### src/rtl/wb_regfile_if.sv
// Bus bundle between the MEM/WB pipeline register / decode stage and the write-back register file.
// The master drives the write-back fields and read addresses; the slave returns read data and status.
interface wb_regfile_if #(
    parameter int DATA_W = 32,
    parameter int ADDR_W = 3,
    parameter int CNT_W  = 16
);
    logic              WB_regwrite;
    logic              WB_memtoreg;
    logic [DATA_W-1:0] WB_rdata;
    logic [DATA_W-1:0] WB_out;
    logic [ADDR_W-1:0] WB_rd;
    logic [ADDR_W-1:0] rs1_addr;
    logic [ADDR_W-1:0] rs2_addr;
    logic [DATA_W-1:0] rs1_data;
    logic [DATA_W-1:0] rs2_data;
    logic [DATA_W-1:0] wb_data;
    logic [CNT_W-1:0]  retire_count;

    modport master (
        output WB_regwrite, WB_memtoreg, WB_rdata, WB_out, WB_rd, rs1_addr, rs2_addr,
        input  rs1_data, rs2_data, wb_data, retire_count
    );

    modport slave (
        input  WB_regwrite, WB_memtoreg, WB_rdata, WB_out, WB_rd, rs1_addr, rs2_addr,
        output rs1_data, rs2_data, wb_data, retire_count
    );
endinterface

### src/rtl/wb_regfile.sv
// Write-back stage plus register file: selects load/ALU data, commits it on the clock edge,
// serves two bypassed combinational read ports and counts committed writes.
module wb_regfile #(
    parameter int DATA_W   = 32,
    parameter int ADDR_W   = 3,
    parameter int ZERO_REG = 1,
    parameter int CNT_W    = 16
) (
    input logic          clk,
    input logic          rst,
    wb_regfile_if.slave  bus
);
    localparam int NREGS = 2 ** ADDR_W;

    logic [DATA_W-1:0] regs [NREGS];
    logic [DATA_W-1:0] wb_sel;
    logic [DATA_W-1:0] rd1;
    logic [DATA_W-1:0] rd2;
    logic [CNT_W-1:0]  retire_q;
    logic              zero_rd;
    logic              commit;

    always_comb begin
        wb_sel  = bus.WB_memtoreg ? bus.WB_rdata : bus.WB_out;
        zero_rd = (ZERO_REG != 0) && (bus.WB_rd == '0);
        commit  = bus.WB_regwrite && !zero_rd;
    end

    // Hardwired-zero check has priority over the same-cycle bypass.
    always_comb begin
        rd1 = regs[bus.rs1_addr];
        if (commit && (bus.rs1_addr == bus.WB_rd))
            rd1 = wb_sel;
        if ((ZERO_REG != 0) && (bus.rs1_addr == '0))
            rd1 = '0;

        rd2 = regs[bus.rs2_addr];
        if (commit && (bus.rs2_addr == bus.WB_rd))
            rd2 = wb_sel;
        if ((ZERO_REG != 0) && (bus.rs2_addr == '0))
            rd2 = '0;
    end

    always_ff @(posedge clk or posedge rst) begin
        if (rst) begin
            for (int i = 0; i < NREGS; i++)
                regs[i] <= '0;
            retire_q <= '0;
        end else if (commit) begin
            regs[bus.WB_rd] <= wb_sel;
            retire_q        <= retire_q + CNT_W'(1);
        end
    end

    assign bus.wb_data      = wb_sel;
    assign bus.rs1_data     = rd1;
    assign bus.rs2_data     = rd2;
    assign bus.retire_count = retire_q;
endmodule

### src/flat_wrapper.sv
// flat-port wrapper written by rule: the top's interface ports become plain ports
module wb_regfile_flat 
#(
    parameter int DATA_W   = 32,
    parameter int ADDR_W   = 3,
    parameter int ZERO_REG = 1,
    parameter int CNT_W    = 16
)
  (clk, rst, bus_WB_regwrite, bus_WB_memtoreg, bus_WB_rdata, bus_WB_out, bus_WB_rd, bus_rs1_addr, bus_rs2_addr, bus_rs1_data, bus_rs2_data, bus_wb_data, bus_retire_count);
  wb_regfile_if #(.DATA_W(DATA_W), .ADDR_W(ADDR_W), .CNT_W(CNT_W)) bus_i ();
  input logic clk;
  input logic rst;
  input wire logic [$bits(bus_i.WB_regwrite)-1:0] bus_WB_regwrite;
  input wire logic [$bits(bus_i.WB_memtoreg)-1:0] bus_WB_memtoreg;
  input wire logic [$bits(bus_i.WB_rdata)-1:0] bus_WB_rdata;
  input wire logic [$bits(bus_i.WB_out)-1:0] bus_WB_out;
  input wire logic [$bits(bus_i.WB_rd)-1:0] bus_WB_rd;
  input wire logic [$bits(bus_i.rs1_addr)-1:0] bus_rs1_addr;
  input wire logic [$bits(bus_i.rs2_addr)-1:0] bus_rs2_addr;
  output wire logic [$bits(bus_i.rs1_data)-1:0] bus_rs1_data;
  output wire logic [$bits(bus_i.rs2_data)-1:0] bus_rs2_data;
  output wire logic [$bits(bus_i.wb_data)-1:0] bus_wb_data;
  output wire logic [$bits(bus_i.retire_count)-1:0] bus_retire_count;
  assign bus_i.WB_regwrite = bus_WB_regwrite;
  assign bus_i.WB_memtoreg = bus_WB_memtoreg;
  assign bus_i.WB_rdata = bus_WB_rdata;
  assign bus_i.WB_out = bus_WB_out;
  assign bus_i.WB_rd = bus_WB_rd;
  assign bus_i.rs1_addr = bus_rs1_addr;
  assign bus_i.rs2_addr = bus_rs2_addr;
  assign bus_rs1_data = bus_i.rs1_data;
  assign bus_rs2_data = bus_i.rs2_data;
  assign bus_wb_data = bus_i.wb_data;
  assign bus_retire_count = bus_i.retire_count;
  wb_regfile #(.DATA_W(DATA_W), .ADDR_W(ADDR_W), .ZERO_REG(ZERO_REG), .CNT_W(CNT_W)) u_core (.clk(clk), .rst(rst), .bus(bus_i));
endmodule
### config.mk
export PLATFORM = sky130hd
export DESIGN_NAME = wb_regfile_flat
export DESIGN_NICKNAME = d
export VERILOG_FILES = /design/src/rtl/wb_regfile_if.sv /design/src/rtl/wb_regfile.sv /design/src/flat_wrapper.sv
export SDC_FILE = /design/constraint.sdc
export NUM_CORES = 1
export LEC_CHECK = 0
export BUFFER_PORTS_ARGS = -buffer_cell sky130_fd_sc_hd__buf_4
export CAP_MARGIN = 10
export CELL_PAD_IN_SITES_DETAIL_PLACEMENT = 1
export CELL_PAD_IN_SITES_GLOBAL_PLACEMENT = 1
export CORE_MARGIN = 2
export CORE_UTILIZATION = 48
export DETAILED_ROUTE_END_ITERATION = 10
export PLACE_DENSITY_LB_ADDON = 0.1
export SLEW_MARGIN = 40
export SYNTH_ARGS = -nofsm -noshare
export SYNTH_HDL_FRONTEND = slang
export SYNTH_SLANG_ARGS = --single-unit
export TNS_END_PERCENT = 30
### constraint.sdc
create_clock -name clk -period 13.84 [get_ports clk]
set_input_delay 0 -clock clk [delete_from_list [all_inputs] [get_ports clk]]
set_output_delay 0 -clock clk [all_outputs]
set_load 0.01 [all_outputs]
### Word-level counts from Yosys, hierarchy flattened

Cells that the tools add are included.

* register bits: 272
* bits of input ports: 77
* output and inout port bits: 112
* logic and storage cells: 41

* add/subtract/negate cells: 1
* order comparisons: 4
* eq/ne operators: 2
* muxes and demuxes: 14
* bitwise logic cells: 3
* reduce and logical (&&, ||, !) cells: 8

Operators by type and width (number)
* $mux 32: 10
* $bwmux 256: 1
* $bmux 32 s3: 2
* $demux 32 s3: 1
* $add 16x1->16 const B: 1
* $ge 4x4->1 const B: 3
* $not 3->4: 3
* $logic_not 3->1: 3
* $eq 3x3->1: 2
* $logic_and 1x1->1: 4
* $lt 4x1->1 const B: 1
* $logic_not 1->1: 1

### Logic depth before layout (Yosys ltp)

* depth in word-level cells: 6
* gate-level depth with buffers: 7
* gate-level depth less buffers: 4

### Least setup slack after synthesis

Ideal clock, no wire load.

* kind: reg-to-reg
* start: register u_core.retire_q[3] (netlist: u_core.bus.retire_count[3])
* end: register u_core.retire_q[15] (netlist: u_core.bus.retire_count[15])
* library setup time: 0.124 ns
* arrival time: 1.322 ns
* data required time: 13.716 ns
* path slack: 12.393 ns
* cell stages (with the launch flop): 6
* path buffers: 1
* clock period less this slack: 1.447 ns
* cells stage by stage: dfrtp_1 and4_1 and4_1 clkbuf_1 nand4_1 xnor2_1

* cells in the longest elaborated chain, start to end: 1

RTL lines
* start, declared: RTL line wb_regfile.sv:19 `logic [CNT_W-1:0] retire_q;`
* start signal, assigned: RTL line wb_regfile.sv:51 `retire_q <= retire_q + CNT_W'(1);`
* $add 16x1->16: RTL line wb_regfile.sv:51

No other way between the ends.
A chain may end at the register's enable or synchronous reset.

### Worst setup path in the final report

* start: input port bus_WB_rd[1]
* end: output port bus_rs2_data[11]

* cells in the longest elaborated chain, start to end: 6
* elaborated cells on any way between the ends: 7
* classes of those cells: eq/ne: 1; mux: 2; reduce/logical: 4

RTL lines
* start, declared: RTL line flat_wrapper.sv:17 `input wire logic [$bits(bus_i.WB_rd)-1:0] bus_WB_rd;`
* $logic_not 3->1: RTL line wb_regfile.sv:25 `zero_rd = (ZERO_REG != 0) && (bus.WB_rd == '0);`
* $logic_not 1->1: RTL line wb_regfile.sv:26 `commit = bus.WB_regwrite && !zero_rd;`
* $logic_and 1x1->1: RTL line wb_regfile.sv:26
* $logic_and 1x1->1 (*): RTL line wb_regfile.sv:38 `if (commit && (bus.rs2_addr == bus.WB_rd))`
* $mux 32 (*): RTL line wb_regfile.sv:38
* $mux 32 (*): RTL line wb_regfile.sv:40 `if ((ZERO_REG != 0) && (bus.rs2_addr == '0))`
* end, declared: RTL line flat_wrapper.sv:21 `output wire logic [$bits(bus_i.rs2_data)-1:0] bus_rs2_data;`

Mark *: on every way between the ends. The rest lies on a longest branch, timed or not.

==> results.ini <==
[run_status]
run_status = finished clean

[layout]
fill_cells = 2873
finish.utilization_pct = 61.5
antenna-diode-count = 0
post_route_cells_drive_above_1_share_pct = 27.7
finalNonFillerCells = 1850
final_net_count = 1566
multiInputGateArea_um2 = 6500
seq_area_um2 = 6010
area_delta_synth_final_pct = 25.9

[synth]
largest_family_of_logic_cells_by_synthesized_area = compound AO/OA/AOI/OAI gates
synth_xor_xnor_area_share_pct = 1.40
post_synthesis_share_of_cell_area_spent_on_full_adders_half_adders_and_majority_gates_pct = 0.0951
synthesis.area_per_instance_um2 = 10.2
synth.yosys.seq_area_share_pct = 45.6
synth_simple_gate_area_share_pct = 8.32
synth_compound_area_share_pct = 24.9
synthesis.area_um2 = 13200
syn-instance-count = 1288
synth_seq_cells = 240
synth_cell_types = 31
synthMuxAreaShare_pct = 13.4
syn_nets = 1366
yosys_warnings = 0

[cts]
cts.repair.resized = 0
clk_root_buffer_cell = sky130_fd_sc_hd__clkbuf_16
tritoncts = built
post-cts-setup-buffer-count = 0
path_clk_slew_ns = 0.06
total_clock_buffers_created_by_cts = 27
clock_tree.buffer_depth = 3
cts_hold_buf = 60
clock_sink_count = 240
cts-htree-levels = 1
worst_skew_pair.late_latency_ns = 0.54

[die]
die_area_um2 = 28800
die_height_um = 170
die_width_um = 170
core_area_um2 = 27000
initial_util_pct = 48.8
rows = 60
top_level_ports = 189

[timing]
final_period_minus_worst_setup_slack_ns = 2.59
sum_of_negative_setup_slack_ns = 0
timing.final.ws_setup_ns = 11.25
max_freq_ghz = 0.386
final_report_hold_violation_count = 0
setup-violations-final = 0
grt_setup_unrepaired = false
timing.final.max_slew_violations = 0
slew_headroom_pct = 41.3
fin_crit_sh_pct = 18.7
slew_at_the_pin_with_the_worst_max_slew_slack_ns = 0.880
skew_ns = 0.00433

[worst_setup_path]
worstSetupStartpointType = primary input
critPathCaptureType = output port
cp_max_fo = 48
critical_path_required_ns = 13.84
critPathKind = primary input to output port
critical_path_arrival_ns = 2.59

[routing]
drt-pass1-iter-count = 5
route.antenna.remaining_nets = 0
average_wire_length_per_cell_after_detail_routing_um = 24.0
dr_total_vias = 11700
routed_via_density = 6.30
routed_wire_length_mm = 44.3
drt_drc_violations_left = 0
drt-initial-drc-count = 748

[power]
irDropWorstVdd_mv = 0.0951
seq_power_share_pct = 40.5
internal_power_mw = 1.63
power.share.switching_pct = 31.5
power.share.combinational_pct = 27.2
p_sw_mw = 0.751
p_clk_share_pct = 32.2
leak_pwr_nw = 6.99
pwr_density_cell_nw_per_um2 = 144

[placed_design]
place.port_buffers = 188
dp_hpwl_mm = 24.0
dp_worst_setup_slack_ns = 11.39
routabilityCongestion = 0.773
dpl.cell_count = 1716

[global_route]
initial_antenna_violation_count = 0
grt_pass1_vias = 12500
grtUsageTotal_pct = 30.8
grt_first_pass_wirelength_mm = 69.8
grt-ovfl-total = 0
grt_max_degree = 102

[min_path]
holdCritPathClass = primary input to flop

[run]
max-cap-violations = 0

logic make-up (layout without fill, tap and decap cells):
family / after synthesis / after routing
adder cells (fa/ha/maj): 1 / 1
multiplexers: 96 / 96
XOR/XNOR: 21 / 21
AO/OA/AOI/OAI: 482 / 482
AND/OR/NAND/NOR: 261 / 261
flip-flops: 240 / 240
buffers and inverters: 187 / 408
state kept, by name, indices dropped and copies added (netlist names):
name	cells
u_core.bus.retire_count	16
u_core.regs	224
cell usage after synthesis (all sizes together):
library cell / number / area (µm²)
dfrtp: 240 / 6010
a211oi: 192 / 1720
nand2: 136 / 510
o21ai: 128 / 641
nor2: 97 / 364
a21oi: 96 / 480
inv: 65 / 244
clkbuf: 64 / 240
mux4: 64 / 1440
o22ai: 64 / 400
buf: 58 / 343
mux2i: 32 / 320
xnor2: 13 / 114
xor2: 8 / 70.1
nand3: 5 / 25.0
nand4: 5 / 31.3
and2: 3 / 18.8
and3: 3 / 18.8
nand4b: 3 / 26.3
nor3: 3 / 20.0
and4: 2 / 17.5
nor4: 2 / 42.5
nor4bb: 2 / 20.0
ha: 1 / 12.5
o31a: 1 / 8.76
o31ai: 1 / 21.3
power groups by stage:
stage               logic [mW]  registers [mW]  clock network [mW]
floorplan                0.407           0.941                   0
global placement         0.585           0.958                   0
detailed placement       0.614           0.971                   0
CTS                      0.638           0.962               0.778
global route             0.712           0.984               0.803
finish                   0.649           0.966               0.768
worst paths after layout:
check / cells after the start / to / slack (ns) / start
max: 8 / bus_rs2_data[11] / 11.25 / bus_WB_rd[1]
min: 3 / u_core.regs[126] / 0.03 / bus_WB_out[30]
max reg2reg: 4 / u_core.bus.retire_count[15] / 12.36 / u_core.bus.retire_count[3]
min reg2reg: 2 / u_core.regs[134] / 0.48 / u_core.regs[134]
max in group asynchronous: 4 / u_core.regs[22] / 12.44 / rst
min in group asynchronous: 3 / u_core.regs[159] / 0.15 / rst
through the flow:
step / power (mW) / cell area (µm²) / hold slack, ns
6_report: 2.38 / 16600 / 0.0349
5_1_grt: 2.50 / 16600 / 0.0456
4_1_cts: 2.38 / 16300 / 0.00459
3_5_place_dp: 1.59 / 14700 / 0.188
3_3_place_gp: 1.54 / 14600 / 0.181
2_1_floorplan: 1.35 / 13200 / 0.226
per-layer routing:
layer	track usage, %	part of all wire [%]	vias to the layer above
met3	3.57	4.7	62
met1	40.2	42	6078
met5	0	0	-
met2	55.1	52	361
li1	-	-	5160
met4	7.62	1.7	0
worst max-delay path: stages:
cell	delay, ns
sky130_fd_sc_hd__dlygate4sd3_1	0.54
sky130_fd_sc_hd__buf_4	0.20
sky130_fd_sc_hd__xor2_1	0.20
sky130_fd_sc_hd__nor4_4	0.32
sky130_fd_sc_hd__buf_4	0.70
sky130_fd_sc_hd__a211oi_1	0.17
sky130_fd_sc_hd__a211oi_2	0.22
sky130_fd_sc_hd__buf_4	0.16
layout make-up:
cell class | count | area share [%]
multi-input combinational | 861 | 39.2
timing repair buffer | 293 | 14.6
clock inverter | 13 | 1.03
sequential | 240 | 36.3
clock buffer | 37 | 4.73
inverter | 65 | 1.52
tap | 341 | 2.58
layout by cell type, fill, tap and decap left out, types with 3 or more instances in the layout:
cell / netlist / final
sky130_fd_sc_hd__dfrtp_1: 240 / 240
sky130_fd_sc_hd__buf_4: 10 / 205
sky130_fd_sc_hd__nand2_1: 136 / 136
sky130_fd_sc_hd__a211oi_1: 136 / 136
sky130_fd_sc_hd__o21ai_0: 128 / 128
sky130_fd_sc_hd__nor2_1: 97 / 97
sky130_fd_sc_hd__a21oi_1: 96 / 96
sky130_fd_sc_hd__dlygate4sd3_1: 0 / 84
sky130_fd_sc_hd__inv_1: 65 / 64
sky130_fd_sc_hd__mux4_2: 64 / 64
sky130_fd_sc_hd__o22ai_1: 64 / 64
sky130_fd_sc_hd__a211oi_2: 56 / 56
sky130_fd_sc_hd__mux2i_2: 0 / 31
sky130_fd_sc_hd__clkbuf_16: 0 / 27
sky130_fd_sc_hd__xnor2_1: 13 / 13
sky130_fd_sc_hd__xor2_1: 8 / 8
sky130_fd_sc_hd__clkbuf_8: 0 / 7
sky130_fd_sc_hd__clkinv_2: 0 / 7
sky130_fd_sc_hd__nand4_1: 5 / 5
sky130_fd_sc_hd__nand3_1: 5 / 5
sky130_fd_sc_hd__bufinv_16: 0 / 4
sky130_fd_sc_hd__buf_6: 7 / 4
sky130_fd_sc_hd__nand4b_1: 3 / 3
sky130_fd_sc_hd__and3_1: 3 / 3
sky130_fd_sc_hd__clkbuf_1: 64 / 3
No activity file was read; power rests on OpenSTA's default activity.
